--- src/rtl/updown_count_monitor_if.sv ---
// Bus between a counter observer and updown_count_monitor.
// master drives samples and err_clr; slave returns direction, wrap and lap.
interface updown_count_monitor_if #(
    parameter int WIDTH = 4,
    parameter int LAP_W = 8
);
    logic             sample_en;
    logic [WIDTH-1:0] count_in;
    logic             err_clr;
    logic             dir_valid;
    logic             dir_up;
    logic             wrap_pulse;
    logic [LAP_W-1:0] lap_count;
    logic             err;

    modport master (
        output sample_en, count_in, err_clr,
        input  dir_valid, dir_up, wrap_pulse, lap_count, err
    );

    modport slave (
        input  sample_en, count_in, err_clr,
        output dir_valid, dir_up, wrap_pulse, lap_count, err
    );
endinterface

--- src/rtl/updown_count_monitor.sv ---
// Watches an up/down counter: tracks direction, counts wraps, flags bad steps.
// Ports: clk, reset (async, active-low), bus (slave: sample_en/count_in/err_clr in; dir_valid/dir_up/wrap_pulse/lap_count/err out).
module updown_count_monitor #(
    parameter int WIDTH = 4,
    parameter int LAP_W = 8
) (
    input  logic                   clk,
    input  logic                   reset,
    updown_count_monitor_if.slave  bus
);
    typedef enum logic [2:0] {
        S_INIT,
        S_WAIT,
        S_UP,
        S_DOWN,
        S_FAULT
    } state_t;

    localparam logic [WIDTH-1:0] D_ONE   = {{(WIDTH-1){1'b0}}, 1'b1};
    localparam logic [WIDTH-1:0] D_ZERO  = '0;
    localparam logic [WIDTH-1:0] D_MAX   = '1;
    localparam logic [LAP_W-1:0] LAP_ONE = {{(LAP_W-1){1'b0}}, 1'b1};
    localparam logic [LAP_W-1:0] LAP_MAX = {1'b0, {(LAP_W-1){1'b1}}};
    localparam logic [LAP_W-1:0] LAP_MIN = {1'b1, {(LAP_W-1){1'b0}}};

    state_t           state_q, state_n;
    logic [WIDTH-1:0] prev_q, prev_n;
    logic [LAP_W-1:0] lap_q, lap_n;
    logic             err_q, err_n;
    logic             wrap_q, wrap_n;
    logic [WIDTH-1:0] delta;

    assign delta = bus.count_in - prev_q;

    always_ff @(posedge clk or negedge reset) begin
        if (!reset) begin
            state_q <= S_INIT;
            prev_q  <= '0;
            lap_q   <= '0;
            err_q   <= 1'b0;
            wrap_q  <= 1'b0;
        end else begin
            state_q <= state_n;
            prev_q  <= prev_n;
            lap_q   <= lap_n;
            err_q   <= err_n;
            wrap_q  <= wrap_n;
        end
    end

    always_comb begin
        state_n = state_q;
        prev_n  = prev_q;
        lap_n   = lap_q;
        err_n   = err_q;
        wrap_n  = 1'b0;
        if (bus.err_clr) begin
            // re-arm wins over any sample in the same cycle
            state_n = S_INIT;
            err_n   = 1'b0;
        end else if (bus.sample_en) begin
            unique case (state_q)
                S_INIT: begin
                    prev_n  = bus.count_in;
                    state_n = S_WAIT;
                end
                S_WAIT, S_UP, S_DOWN: begin
                    prev_n = bus.count_in;
                    unique case (1'b1)
                        (delta == D_ZERO): ;
                        (delta == D_ONE): begin
                            state_n = S_UP;
                            if (prev_q == D_MAX) begin
                                wrap_n = 1'b1;
                                if (lap_q != LAP_MAX)
                                    lap_n = lap_q + LAP_ONE;
                            end
                        end
                        (delta == D_MAX): begin
                            state_n = S_DOWN;
                            if (prev_q == D_ZERO) begin
                                wrap_n = 1'b1;
                                if (lap_q != LAP_MIN)
                                    lap_n = lap_q - LAP_ONE;
                            end
                        end
                        default: begin
                            state_n = S_FAULT;
                            err_n   = 1'b1;
                            prev_n  = prev_q;
                        end
                    endcase
                end
                default: ;
            endcase
        end
    end

    assign bus.dir_valid  = (state_q == S_UP) || (state_q == S_DOWN);
    assign bus.dir_up     = (state_q == S_UP);
    assign bus.wrap_pulse = wrap_q;
    assign bus.lap_count  = lap_q;
    assign bus.err        = err_q;
endmodule

--- src/flat_wrapper.sv ---
// flat-port wrapper written by rule: the top's interface ports become plain ports
module updown_count_monitor_flat 
#(
    parameter int WIDTH = 4,
    parameter int LAP_W = 8
)
  (clk, reset, bus_sample_en, bus_count_in, bus_err_clr, bus_dir_valid, bus_dir_up, bus_wrap_pulse, bus_lap_count, bus_err);
  updown_count_monitor_if #(.WIDTH(WIDTH), .LAP_W(LAP_W)) bus_i ();
  input  logic clk;
  input  logic reset;
  input wire logic [$bits(bus_i.sample_en)-1:0] bus_sample_en;
  input wire logic [$bits(bus_i.count_in)-1:0] bus_count_in;
  input wire logic [$bits(bus_i.err_clr)-1:0] bus_err_clr;
  output wire logic [$bits(bus_i.dir_valid)-1:0] bus_dir_valid;
  output wire logic [$bits(bus_i.dir_up)-1:0] bus_dir_up;
  output wire logic [$bits(bus_i.wrap_pulse)-1:0] bus_wrap_pulse;
  output wire logic [$bits(bus_i.lap_count)-1:0] bus_lap_count;
  output wire logic [$bits(bus_i.err)-1:0] bus_err;
  assign bus_i.sample_en = bus_sample_en;
  assign bus_i.count_in = bus_count_in;
  assign bus_i.err_clr = bus_err_clr;
  assign bus_dir_valid = bus_i.dir_valid;
  assign bus_dir_up = bus_i.dir_up;
  assign bus_wrap_pulse = bus_i.wrap_pulse;
  assign bus_lap_count = bus_i.lap_count;
  assign bus_err = bus_i.err;
  updown_count_monitor #(.WIDTH(WIDTH), .LAP_W(LAP_W)) u_core (.clk(clk), .reset(reset), .bus(bus_i));
endmodule
--- config.mk ---
export PLATFORM = sky130hd
export DESIGN_NAME = updown_count_monitor_flat
export DESIGN_NICKNAME = d
export VERILOG_FILES = /design/src/rtl/updown_count_monitor_if.sv /design/src/rtl/updown_count_monitor.sv /design/src/flat_wrapper.sv
export SDC_FILE = /design/constraint.sdc
export NUM_CORES = 1
export LEC_CHECK = 0
export ABC_CLOCK_PERIOD_IN_PS = 6420
export BUFFER_PORTS_ARGS = -buffer_cell sky130_fd_sc_hd__buf_2
export CORE_AREA = 2 2 48 50
export DETAILED_ROUTE_END_ITERATION = 8
export DIE_AREA = 0 0 50 52
export MAX_ROUTING_LAYER = met4
export PLACE_DENSITY = 0.81
export SYNTH_ARGS = -nofsm -noshare
export SYNTH_HDL_FRONTEND = slang
export SYNTH_SLANG_ARGS = --single-unit
--- constraint.sdc ---
create_clock -name clk -period 6.42 [get_ports clk]
set_input_delay 0.642 -clock clk [delete_from_list [all_inputs] [get_ports clk]]
set_output_delay 0.642 -clock clk [all_outputs]
set_load 0.02 [all_outputs]
==> After elaboration in Yosys (flattened, before gate mapping) <==
Index checks and enable logic that the tools add are counted.
{ "classes": {"n_addsub": 3, "eq_ne": 15, "n_mux": 21, "n_bitwise": 1, "n_reduce_logical": 15} }
{ "op_table": {"columns": ["cell", "count"], "rows": [
  ["$mux 8", 4],
  ["$pmux 8 s2", 1],
  ["$ne 2x2->1 const B", 5],
  ["$mux 1", 9],
  ["$pmux 3 s3", 1],
  ["$add 8x1->8 const B", 1],
  ["$eq 4x4->1 const B", 2],
  ["$logic_not 4->1", 2],
  ["$ne 8x7->1 const B", 1],
  ["$ne 8x8->1 const B", 1],
  ["$pmux 4 s2", 1],
  ["$reduce_and 8->1", 1],
  ["$reduce_bool 2->1", 4],
  ["$sub 8x1->8 const B", 1],
  ["$eq 3x2->1 const B", 2],
  ["$mux 3", 2],
  ["$pmux 3 s2", 1],
  ["$reduce_and 3->1", 2],
  ["$reduce_or 3->1", 2],
  ["$eq 4x1->1 const B", 1],
  ["$mux 4", 1],
  ["$reduce_and 4->1", 1],
  ["$sub 4x4->4", 1],
  ["$eq 3x1->1 const B", 1],
  ["other kinds (7)", 7]
]} }
{ "word_totals": {"reg_bits": 17, "input_bits": 8, "out_inout_bits": 12, "wordCells": 60} }

==> Depth between registers and ports, before layout <==
{ "logic_depth": {"ltp_word": 7, "ltp_mapped": 16, "depth_no_buf": 15} }

==> Worst setup path before layout <==
No wires, ideal clock.
{ "synth_timing": {"kind": "in2reg", "startpoint": "in bus_count_in[0]", "endpoint": "reg u_core.lap_q[6] (netlist: u_core.bus.lap_count[6])", "setup_ns": 0.125, "t_arrival_ns": 3.653, "setup_slack_ns": 2.643, "cell_stages": 16, "path_cell_list": "inv_1 -> ha_1 -> inv_1 -> fa_1 -> xor2_2 -> nand2_1 -> or3_1 -> buf_6 -> xnor2_1 -> ha_1 -> or4_1 -> nand4_1 -> a211oi_1 -> a311oi_1 -> xnor2_1 -> mux2_2"} }
{ "synth_via": {"elab_chain_cells": 4, "word_cells_on_any_way": 10, "classes_between": "add/sub: 1; eq/ne: 6; mux: 1; reduce/logical: 2"} }
{ "synth_lines": {"columns": ["item", "line", "rtl"], "rows": [
  ["from (decl)", "flat_wrapper.sv:12", "input wire logic [$bits(bus_i.count_in)-1:0] bus_count_in;"],
  ["$sub 4x4->4 *", "updown_count_monitor.sv:33", "assign delta = bus.count_in - prev_q;"],
  ["$eq 4x1->1 or $eq 4x4->1 (tied branches)", "updown_count_monitor.sv:71, updown_count_monitor.sv:79", null],
  ["$ne 2x2->1 (no line) or $reduce_bool 2->1 (tied branches)", null, null],
  ["$reduce_and 8->1 (no line)", null, null],
  ["to (signal assigned)", "updown_count_monitor.sv:45", "lap_q <= lap_n;"],
  ["to (decl)", "updown_count_monitor.sv:28", "logic [LAP_W-1:0] lap_q, lap_n;"]
]} }
Mark *: on every way between the ends. The rest lies on a longest branch, timed or not.
A chain may end at the register's enable or synchronous reset.

==> Final worst setup path <==
Ends and elaborated chain as after synthesis.

==> impl_metrics.ini <==
[run_status]
status = complete, no violations

[global_route]
grt_first_pass_wirelength_mm = 3.97
grt_antenna_before_repair = 0
grt_pass1_vias = 956
gr-usage-met1_pct = 21.9
grtUsageTotal_pct = 21.2
met2_usage_pct = 36.2
grt_max_degree = 18
overflow = 0
busiest_layer = met2
globalRouteMet3Util_pct = 4.31

[setup_path]
endpoint_kind = flip-flop
crit_type = primary input to flip-flop
crit_fanout = 8
required_ps = 6610
start_kind = primary input
cp.arrival_ps = 4160

[die]
initial_core_util_pct = 56.1
num_io_pins = 20
dieArea_sq_um = 2600
die_h_microns = 52
die_x_microns = 50
rows = 17
core_sq_um = 2110

[synth]
ys_dominant_reg_cell = dfrtp_1
synth_area_leaders = dfrtp_1, mux2_2, ha_1, xnor2_1, a21oi_1
synth-seq-cells = 17
yosysTopAreaCell = dfrtp_1
synth_cell_types = 42
yosys_warnings = 0
synth_cells = 118
syn_nets = 133
avgSynthCellArea_sq_um = 10.0
synth-edff-count = 0
synthArstFlopShare_pct = 100
yosysSeqAreaShare_pct = 36.0
syn_area_sq_um = 1180
synth_top_area_share_pct = 36.0

[place]
portBuffers = 19
dpl.hpwl_mm = 1.82
gp_congestion = 0.940

[pwr]
ir_drop_mv = 0.213
share_seq_of_total_power_pct = 34.7
power_switching_mw = 0.193
clkPwrFrac_pct = 13.1
power_leakage_nw = 0.626
swShare_pct = 43.7
power-per-cell-area_nw_per_um2 = 334
p_int_mw = 0.248
combPwrFrac_pct = 52.3

[sta]
rsz0062_at_grt = false
setup_viol = 0
period_needed_ps = 3970
final_max_slew_viol_count = 0
min_period_over_period_pct = 61.8
holdWs_ps = 248
hold_viol = 0
slew_headroom_pct = 69.1
clock-skew-final_ps = 6.41
max_slew.worst_pin.slew_ps = 463
tns_ps = 0
fmax_mhz = 252

[drt]
via_count = 981
detail_route.iter0.violations = 19
antenna_left = 0
drc = 0
drt-total-wl_mm = 2.34
drt-wirelength-per-cell_microns = 14.0
firstDrtPassIters = 4
vias_per_cell = 5.87

[cts]
cts_root_buf = clkbuf_4
clock_latency_ps = 290
cts_tree = built
path_clk_slew_ps = 100
cts_buffer_depth = 2
post_cts_resized = 0
cts_sinks = 17
postCtsSetupBuffers = 0
ctsHoldBuffers = 0
htree_levels = 1
cts_made_buffers = 3

[cells_and_area]
drive_above_1_share_pct = 27.3
fin_nets = 155
n_antenna_cell = 0
areaGrowthSynthToFinish_pct = 11.9
postLayoutCoreUtil_pct = 62.8

[hold_path]
min_path_type = primary input to asynchronous set/reset pin

[flow_run]
maxCapViolCount = 0
placed cells by master, fill, tap and decap left out, types with 4 or more instances in the layout:
| master | n |
|---|---|
| nor2_1 | 7 |
| ha_1 | 6 |
| dfrtp_1 | 17 |
| inv_1 | 4 |
| buf_2 | 19 |
| or3_1 | 4 |
| xnor2_1 | 7 |
| nand2_1 | 4 |
| o21ai_0 | 6 |
| a21oi_1 | 7 |
| mux2_2 | 7 |
cell usage after synthesis (2+ instances only):
master / instances
a211oi_1: 2
a21oi_1: 7
and3_1: 3
and3_2: 2
dfrtp_1: 17
ha_1: 6
inv_1: 4
mux2_2: 7
nand2_1: 4
nand2b_1: 2
nand3_1: 2
nand4_1: 3
nor2_1: 7
nor2b_1: 3
nor3_1: 3
nor4_1: 3
o21a_1: 3
o21ai_0: 6
or3_1: 4
xnor2_1: 7
xor2_1: 2
layer usage:
metal	share of wire (%)	wire length (microns)
met1	43	1000
met4	3.6	84
met3	3.5	82
met5	0	0
met2	50	1170
stage by stage:
stage / std cells / power, mW / worst slack, ps / instance area (sq um)
final: 167 / 0.441 / 2450 / 1320
after global routing: 167 / 0.478 / 2250 / 1320
after CTS: 167 / 0.446 / 2460 / 1320
after detailed placement: 163 / 0.387 / 2140 / 1300
after global placement: 163 / 0.373 / 2270 / 1300
after floorplan: 118 / 0.342 / 2640 / 1180
power by group through the flow:
stage / registers [mW] / clock network [mW] / logic (mW)
global placement: 0.153 / 0 / 0.220
CTS: 0.153 / 0.0610 / 0.233
global route: 0.158 / 0.0667 / 0.253
detailed placement: 0.155 / 0 / 0.232
finish: 0.153 / 0.0577 / 0.231
floorplan: 0.156 / 0 / 0.186
worst max-delay path, stage by stage:
cell      delay (ps)
buf_2            100
inv_1             50
ha_1             160
inv_1             60
fa_1             400
xor2_2           300
nand2_1          100
or3_1            580
xnor2_1          200
ha_1             220
or4_1            430
nand4_1          130
a211oi_1          80
a311oi_1         340
xnor2_1          100
mux2_2           260
worst paths after layout:
check | cells past startpoint | end | slack [ps] | from
min in group clk | 2 | u_core.bus.err$_DFFE_PN0P_ | 510 | u_core.bus.err$_DFFE_PN0P_
worst max register to register | 14 | u_core.bus.lap_count[6]$_DFFE_PN0P_ | 2540 | u_core.prev_q[0]$_DFFE_PN0P_
worst min-delay path | 1 | u_core.bus.lap_count[6]$_DFFE_PN0P_ | 250 | reset
max in group asynchronous | 1 | u_core.bus.err$_DFFE_PN0P_ | 5890 | reset
worst max-delay path | 16 | u_core.bus.lap_count[6]$_DFFE_PN0P_ | 2450 | bus_count_in[0]
worst min register to register | 2 | u_core.bus.err$_DFFE_PN0P_ | 510 | u_core.bus.err$_DFFE_PN0P_
cell families after synthesis:
logic type / Yosys count / share of synthesized area [%]
flops: 17 / 36.0
fa+ha+maj: 7 / 8.04
simple gates: 45 / 23.8
mux: 7 / 6.67
xor+xnor: 10 / 8.04
buf+inv: 7 / 3.60
compound gates: 25 / 13.9
cell type report:
class	count	area, sq um
multi-input combinational	94	714
tap	28	35.0
fill	178	783
clock buffer	4	26.3
inverter	5	26.3
sequential	17	425
timing repair buffer	19	95.1
sequential cells by signal, indices dropped and copies added, names as in the netlist:
register / count
u_core.bus.lap_count: 8
u_core.state_q: 3
u_core.bus.wrap_pulse: 1
u_core.prev_q: 4
u_core.bus.err: 1
Power figures use the tool's default switching activity.
